`src/rtl/dense_pkg.sv`:
```
// Shared widths and index helpers for the dense/conv streaming stages.
// Used by dense_stream_mac (optional DENSE_RELU_EN clamp lives in dense_mac_lane).
package dense_pkg;

  localparam int DENSE_DATA_W = 8;
  localparam int DENSE_ACC_W  = 32;

  function automatic int clog2(input int value);
    int r;
    r = 0;
    for (int i = 0; i < 31; i++) begin
      if ((1 << i) < value) r = i + 1;
    end
    return r;
  endfunction

  // Low bit of lane `lane` in a bus of `width`-bit lanes packed from bit 0 upward.
  function automatic int lane_lo(input int lane, input int width);
    return lane * width;
  endfunction

endpackage

```
`src/rtl/dense_mac_lane.sv`:
```
// One signed MAC lane: product, bias-seeded accumulator and result register.
// With DENSE_RELU_EN defined the result is clamped at zero on the final beat.
module dense_mac_lane
  import dense_pkg::*;
#(
  parameter int DATA_W = DENSE_DATA_W,
  parameter int ACC_W  = DENSE_ACC_W
) (
  input  logic                     clock,
  input  logic                     reset,
  input  logic                     en,
  input  logic                     first,
  input  logic                     last,
  input  logic signed [DATA_W-1:0] pixel,
  input  logic signed [DATA_W-1:0] weight,
  input  logic signed [ACC_W-1:0]  bias,
  output logic signed [ACC_W-1:0]  sum
);

  logic signed [2*DATA_W-1:0] prod;
  logic signed [ACC_W-1:0]    prod_ext;
  logic signed [ACC_W-1:0]    base;
  logic signed [ACC_W-1:0]    nxt;
  logic signed [ACC_W-1:0]    acc_p1;
  logic signed [ACC_W-1:0]    sum_p1;

  function automatic logic signed [ACC_W-1:0] relu(input logic signed [ACC_W-1:0] v);
`ifdef DENSE_RELU_EN
    return (v < 0) ? '0 : v;
`else
    return v;
`endif
  endfunction

  assign prod     = (2*DATA_W)'(pixel) * (2*DATA_W)'(weight);
  assign prod_ext = ACC_W'(prod);
  assign base     = first ? bias : acc_p1;
  assign nxt      = base + prod_ext;

  // Stage p1: accumulate; the final beat moves the sum out and clears the accumulator
  always_ff @(posedge clock or negedge reset) begin
    if (!reset) begin
      acc_p1 <= '0;
      sum_p1 <= '0;
    end else if (en) begin
      if (last) begin
        sum_p1 <= relu(nxt);
        acc_p1 <= '0;
      end else begin
        acc_p1 <= nxt;
      end
    end
  end

  assign sum = sum_p1;

endmodule

```
`src/rtl/dense_stream_mac.sv`:
```
// Streaming fully connected layer: NUM_TREES parallel MAC lanes over IN_LEN-pixel vectors.
// Define DENSE_RELU_EN to clamp negative lane sums to zero.
module dense_stream_mac
  import dense_pkg::*;
#(
  parameter int NUM_TREES = 4,
  parameter int DATA_W    = DENSE_DATA_W,
  parameter int ACC_W     = DENSE_ACC_W,
  parameter int IN_LEN    = 64
) (
  input  logic                          clock,
  input  logic                          reset,
  input  logic                          in_valid,
  output logic                          in_ready,
  input  logic signed [DATA_W-1:0]      pixel_in,
  input  logic [DATA_W*NUM_TREES-1:0]   kernel_in,
  input  logic [ACC_W*NUM_TREES-1:0]    bias_in,
  output logic                          out_valid,
  input  logic                          out_ready,
  output logic [ACC_W*NUM_TREES-1:0]    pixel_out,
  output logic                          busy
);

  localparam int              CNT_W    = (clog2(IN_LEN) < 1) ? 1 : clog2(IN_LEN);
  localparam logic [CNT_W-1:0] LAST_CNT = CNT_W'(IN_LEN - 1);

  logic [CNT_W-1:0] cnt_p1;
  logic             vld_p1;
  logic             first;
  logic             last;
  logic             fire;

  assign first = (cnt_p1 == '0);
  assign last  = (cnt_p1 == LAST_CNT);

  // Only the final beat can stall: it would overwrite a result still waiting for out_ready.
  assign in_ready = !last || !vld_p1 || out_ready;
  assign fire     = in_valid && in_ready;

  // Stage p1: beat counter and result-valid flag
  always_ff @(posedge clock or negedge reset) begin
    if (!reset) begin
      cnt_p1 <= '0;
      vld_p1 <= 1'b0;
    end else begin
      if (fire) cnt_p1 <= last ? '0 : cnt_p1 + 1'b1;
      if (fire && last) vld_p1 <= 1'b1;
      else if (out_ready) vld_p1 <= 1'b0;
    end
  end

  assign out_valid = vld_p1;
  assign busy      = (cnt_p1 != '0);

  for (genvar i = 0; i < NUM_TREES; i++) begin : g_lane
    dense_mac_lane #(
      .DATA_W (DATA_W),
      .ACC_W  (ACC_W)
    ) u_lane (
      .clock  (clock),
      .reset  (reset),
      .en     (fire),
      .first  (first),
      .last   (last),
      .pixel  (pixel_in),
      .weight (kernel_in[lane_lo(i, DATA_W) +: DATA_W]),
      .bias   (bias_in[lane_lo(i, ACC_W) +: ACC_W]),
      .sum    (pixel_out[lane_lo(i, ACC_W) +: ACC_W])
    );
  end

endmodule

```
`config.mk`:
```
export PLATFORM = sky130hd
export DESIGN_NAME = dense_stream_mac
export DESIGN_NICKNAME = d
export VERILOG_FILES = /design/src/rtl/dense_pkg.sv /design/src/rtl/dense_mac_lane.sv /design/src/rtl/dense_stream_mac.sv
export SDC_FILE = /design/constraint.sdc
export NUM_CORES = 2
export LEC_CHECK = 0
export CAP_MARGIN = 20
export CORE_AREA = 2 2 293 295
export DETAILED_ROUTE_END_ITERATION = 10
export DIE_AREA = 0 0 295 297
export RECOVER_POWER = 50
export SLEW_MARGIN = 25
export SYNTH_ARGS = -nofsm -noshare
export SYNTH_HDL_FRONTEND = slang
export SYNTH_HIERARCHICAL = 1
export SYNTH_SLANG_ARGS = --single-unit
```
`constraint.sdc`:
```
create_clock -name clock -period 6.8 [get_ports clock]
set_input_delay 0.68 -clock clock [delete_from_list [all_inputs] [get_ports clock]]
set_output_delay 0.68 -clock clock [all_outputs]
set_load 0.02 [all_outputs]
```
* Word-level counts from Yosys, hierarchy flattened
Index checks and enable logic that the tools add are counted.
Word-level totals: register bits 263, output and inout bits 131
Cells by class: add/subtract/negate cells 5, $mul 4, equal/unequal tests 1, muxes and demuxes 11, reductions and logical operators 10
Operator list (number):
- $mux W32 | 8
- $add A32 B16 Y32 | 4
- $mul A8 B8 Y16 | 4
- $add A6 B1 Y6 const B | 1
- $eq A6 B6 Y1 const B | 1
- $logic_not A6 Y1 | 1
- $mux W6 | 1
- $reduce_bool A6 Y1 | 1
- $logic_and A1 B1 Y1 | 2
- $logic_not A1 Y1 | 2
- $logic_or A1 B1 Y1 | 2
- $mux W1 | 2
- $reduce_and A2 Y1 | 1
- $reduce_bool A2 Y1 | 1

* Depth between registers and ports, before layout
word-level depth 7, gate-level depth with buffers 26, mapped depth without buffers 24

* By module
Netlist, hierarchy kept.
By module, submodules not included:
- dense_mac_lane (g_lane[1].u_lane) | times used 1, cells each 760, area each 8109.0 µm²
- dense_mac_lane (g_lane[3].u_lane) | times used 1, cells each 768, area each 8089.0 µm²
- dense_mac_lane (g_lane[2].u_lane) | times used 1, cells each 791, area each 8049.0 µm²
- dense_mac_lane (g_lane[0].u_lane) | times used 1, cells each 789, area each 8036.5 µm²
- dense_stream_mac | times used 1, cells each 40, area each 384.1 µm²

* Least setup slack after synthesis
No wires, ideal clock.
kind register -> register, start register cnt_p1[3], end register g_lane[0].u_lane.acc_p1[24], arrival time 6.519 ns, required time 6.659 ns, path slack 0.140 ns, cell stages (with the launch flop) 24, period minus slack after synthesis 6.660 ns, cells stage by stage dfrtp_1 nor4_1 nand2_1 inv_1 clkbuf_1 clkbuf_1 mux2i_1 fa_1 inv_1 fa_1 inv_1 fa_1 inv_1 fa_1 fa_1 ha_1 and3_1 a221oi_2 nor3_1 or3b_4 o21a_1 a311oi_2 xor2_1 o22ai_1
Between the ends: elaborated cells between the ends (all ways) 9, classes of those cells add/sub: 1; eq/ne: 1; mux: 2; reduce/logical: 5
RTL lines:
- from (decl) | RTL line dense_stream_mac.sv:27 | logic [CNT_W-1:0] cnt_p1;
- from (signal assigned) | RTL line dense_stream_mac.sv:46 | if (fire) cnt_p1 <= last ? '0 : cnt_p1 + 1'b1;
- $logic_not A6 Y1 | RTL line dense_stream_mac.sv:33 | assign first = (cnt_p1 == '0);
- named net first | RTL line dense_stream_mac.sv:29 | logic first;
- $mux W32 | RTL line dense_mac_lane.sv:37 | assign base = first ? bias : acc_p1;
- $add A32 B16 Y32 | RTL line dense_mac_lane.sv:38 | assign nxt = base + prod_ext;
- $mux W32 | RTL line dense_mac_lane.sv:46 | if (last) begin
- to (signal assigned) | RTL line dense_mac_lane.sv:50 | acc_p1 <= nxt;
- to (decl) | RTL line dense_mac_lane.sv:24 | logic signed [ACC_W-1:0] acc_p1;
The timed path passes the listed nets, and every way through them passes these cells. A chain may end at the register's enable or synchronous reset.

* Final worst setup path
start register cnt_p1[3], end register g_lane[2].u_lane.sum_p1[28]
Between the ends: elaborated cells between the ends (all ways) 9, classes of those cells add/sub: 1; eq/ne: 1; mux: 1; reduce/logical: 6
RTL lines:
- $logic_not A6 Y1 | RTL line dense_stream_mac.sv:33
- named net first | RTL line dense_stream_mac.sv:29
- $mux W32 | RTL line dense_mac_lane.sv:37
- $add A32 B16 Y32 | RTL line dense_mac_lane.sv:38
- to (signal assigned) | RTL line dense_mac_lane.sv:47 | sum_p1 <= relu(nxt);
- to (decl) | RTL line dense_mac_lane.sv:25 | logic signed [ACC_W-1:0] sum_p1;
The timed path passes the listed nets, and every way through them passes these cells.

==> reports/results.tsv <==
stage	metric	value	unit
setup_path	arrival	6860	ps
grt	grt_pass1_vias	24860	
setup_path	critPathLaunchType	flip-flop	
timing	final-setup-viol-count	0	
logic_synthesis	synth.avg_cell_area	10.38	sq um
logic_synthesis	yosysWarnings	6	
clock_network	cts-root-buf	clkbuf_16	
timing	rsz0062_at_grt	no	
clock_network	numCtsBuffers	37	
finish	area_growth	20.44	%
grt	track_usage	0.2061	
timing	slew_headroom	-1.165	
outcome	outcome	finished with violations	
setup_path	cp-end-kind	flip-flop	
finish	final_util	0.4657	
timing	final.setup.tns	0	ps
timing	worst_slack	344.5	ps
place	dp_hpwl	70.55	mm
flow_run	drv_cap	4	
finish	fillCellCount	7987	
place	portBuffers	302	
setup_path	crit_slowest_cell	fa_1	
setup_path	worst_path_most_repeated_cell	fa_1	
die	rows	107	
die	start_util	0.3867	
place	post-place-ws	94.85	ps
drt	route.detailed.drc	0	
logic_synthesis	syn_area	32670	sq um
grt	grt-ovfl-total	0	
timing	slew_viol_final	311	
finish	fin_cells	4712	
logic_synthesis	synth_cell_type_count	102	
grt	grt_pass1_wl	141.2	mm
place	placed_cells	4641	
logic_synthesis	ys.flop_type	dfrtp_1	
drt	ant_nets	0	
clock_network	h-tree-depth	2	
drt	drt-vias-per-instance	4.954	
clock_network	cts_sinks	263	
setup_path	max_stage_delay	580	ps
timing	min_period	6456	ps
setup_path	crit_chain	nor4_2, nand2_1, bufinv_16, buf_4, buf_4, mux2i_1, fa_1, inv_1, fa_1, fa_1, fa_1, ha_1, ha_1, a21o_1, a221o_1, a2bb2oi_2, a32oi_1, buf_4, a31oi_1, xor2_1, o21ai_0	
timing	max_freq	0.1549	GHz
finish	drive_gt1_frac	0.08184	
die	io-pin-count	303	
drt	wl	88.25	mm
outcome	violations	max-capacitance violations, max-slew violations	
place	gp_congestion	0.8450	
finish	nNetsFinal	4541	
logic_synthesis	synth_edf_count	0	
timing	worst_pin_slew	3248	ps
drt	routedWlPerCell	18.73	um
finish	final_common_cell	fa_1	
logic_synthesis	synth_nets	4146	
setup_path	worst-path-max-fanout	11	
setup_path	critPathKind	reg -> reg	
clock_network	tritoncts	yes	
clock_network	cts_buffer_depth	3	
hold_path	hold_path.class	reg -> reg	
drt	drtIter0Drc	1024	
clock_network	clock_latency	570	ps
setup_path	worstPathRequired	7210	ps
die	dieHeight	297	um
logic_synthesis	synth_cells	3148	
drt	vias	23340	
timing	clock_skew	25.38	ps
finish	insertedDiodeCount	0	
timing	period_share	0.9493	
logic_synthesis	ys_seq_elements	263	
timing	hold_violations	0	
finish	mostFrequentLayoutCells	fa_1, inv_1, ha_1, nand2_1, dfrtp_1	
die	die_w	295	um
die	core-area	84480	sq um
drt	dr.pass1.iters	5	
grt	antenna_found_initial	4	
grt	grt_max_degree	145	
die	die_area	87620	sq um
logic_synthesis	seq_area_frac_synth	0.2015	
logic_synthesis	synthArstFlopShare	1.000	
clock_network	path_clk_slew	60	ps
[worst paths after layout]
check / from / to / slack, ps / cells after the start
worst max-delay path: cnt_p1[3] / g_lane[2].u_lane/sum[28] / 340 / 21
worst min-delay path: g_lane[1].u_lane/sum[21] / g_lane[1].u_lane/sum[21] / 470 / 2
worst max register to register: cnt_p1[3] / g_lane[2].u_lane/sum[28] / 340 / 21
worst min register to register: g_lane[1].u_lane/sum[21] / g_lane[1].u_lane/sum[21] / 470 / 2
max in group asynchronous: reset / g_lane[2].u_lane/acc_p1[13] / 1880 / 2
min in group asynchronous: reset / g_lane[3].u_lane/acc_p1[7] / 1200 / 1
[stage by stage]
| step | instance area [sq um] | hold WS (ps) |
|---|---|---|
| finish | 39350 | 470.0 |
| global route | 39350 | 493.9 |
| CTS | 39230 | 24.60 |
| detailed placement | 37940 | 465.0 |
| global placement | 37930 | 459.8 |
| floorplan | 32670 | 384.4 |
[Yosys cell counts, types with 4 or more instances]
cell type	n	area [sq um]
o211ai_1	13	97.59
o2bb2ai_1	40	350.3
and2_1	133	832.1
mux2_2	29	326.6
xnor2_1	72	630.6
o21ai_0	142	710.7
a31oi_1	14	87.58
o22ai_1	50	312.8
nand3b_1	20	150.1
a211oi_1	10	75.07
o31ai_1	18	135.1
nor2_1	65	244.0
xor2_1	52	455.4
a31o_2	7	61.31
buf_1	5	18.77
o32ai_1	4	35.03
ha_1	282	3528
nor3_1	20	100.1
nor2b_1	14	87.58
or3_1	5	31.28
o2111ai_1	4	35.03
and3_1	4	25.02
o21bai_1	11	82.58
and4_1	5	43.79
inv_1	540	2027
nand2_1	278	1044
a21o_1	46	345.3
nand3_1	19	95.09
clkinv_1	5	18.77
a21oi_2	4	35.03
nand2b_1	19	118.9
clkbuf_1	70	262.8
a21oi_1	89	445.4
dfrtp_1	263	6581
o21a_1	11	82.58
o21ai_1	19	95.09
fa_1	544	10890
nand4_1	12	75.07
a211o_1	4	35.03
mux2i_1	121	1211
[state kept, by name (all words and copies together), names as in the netlist]
register	flops
cnt_p1	6
g_lane.u_lane/sum	128
out_valid	1
g_lane.u_lane/acc_p1	128
[worst max-delay path, delay by kind of cell, from the launching register on]
kind | cells | cell delay [ps]
adder cells (fa/ha/maj) | 6 | 2530
AO/OA/AOI/OAI | 6 | 1360
buffers and inverters | 5 | 920
AND/OR/NAND/NOR | 2 | 470
flip-flops | 1 | 440
multiplexers | 1 | 370
XOR/XNOR | 1 | 210
[metal layers]
| layer | track usage | part of all wire | vias to the layer above |
|---|---|---|---|
| met2 | 0.3424 | 0.49 | 441 |
| met5 | 0 | 0.00026 | - |
| li1 | - | - | 11080 |
| met1 | 0.2877 | 0.45 | 11730 |
| met3 | 0.02884 | 0.043 | 87 |
| met4 | 0.04021 | 0.019 | 4 |
[final cells by class]
cell class	instances	area, sq um	share of cell area
Clock buffer	47	1055	0.02681
Timing Repair inverter	1	8.758	0.0002226
Sequential cell	263	6581	0.1673
Multi-Input combinational cell	2257	23760	0.6038
Inverter	546	2078	0.05282
Tap cell	1144	1431	0.03638
Clock inverter	17	242.7	0.006169
Timing Repair Buffer	437	4192	0.1065
[cells by family after synthesis]
| kind of cell | Yosys count | share of synthesized area |
|---|---|---|
| simple gates | 618 | 0.09322 |
| flops | 263 | 0.2015 |
| fa+ha+maj | 826 | 0.4414 |
| mux | 151 | 0.04742 |
| compound gates | 538 | 0.1100 |
| xor+xnor | 124 | 0.03325 |
| buf+inv | 628 | 0.07327 |
[repair_timing]
item                                    CTS  global route
setup buffers                             0             6
hold buffers                              0             0
endpoints found under the hold margin     0             0
gates resized for setup                   0            12
endpoints found under the setup margin    0            83
Power is left out: the tool's default activity adds up to more than one toggle a clock period on the data nets, which glitch-free logic cannot reach.
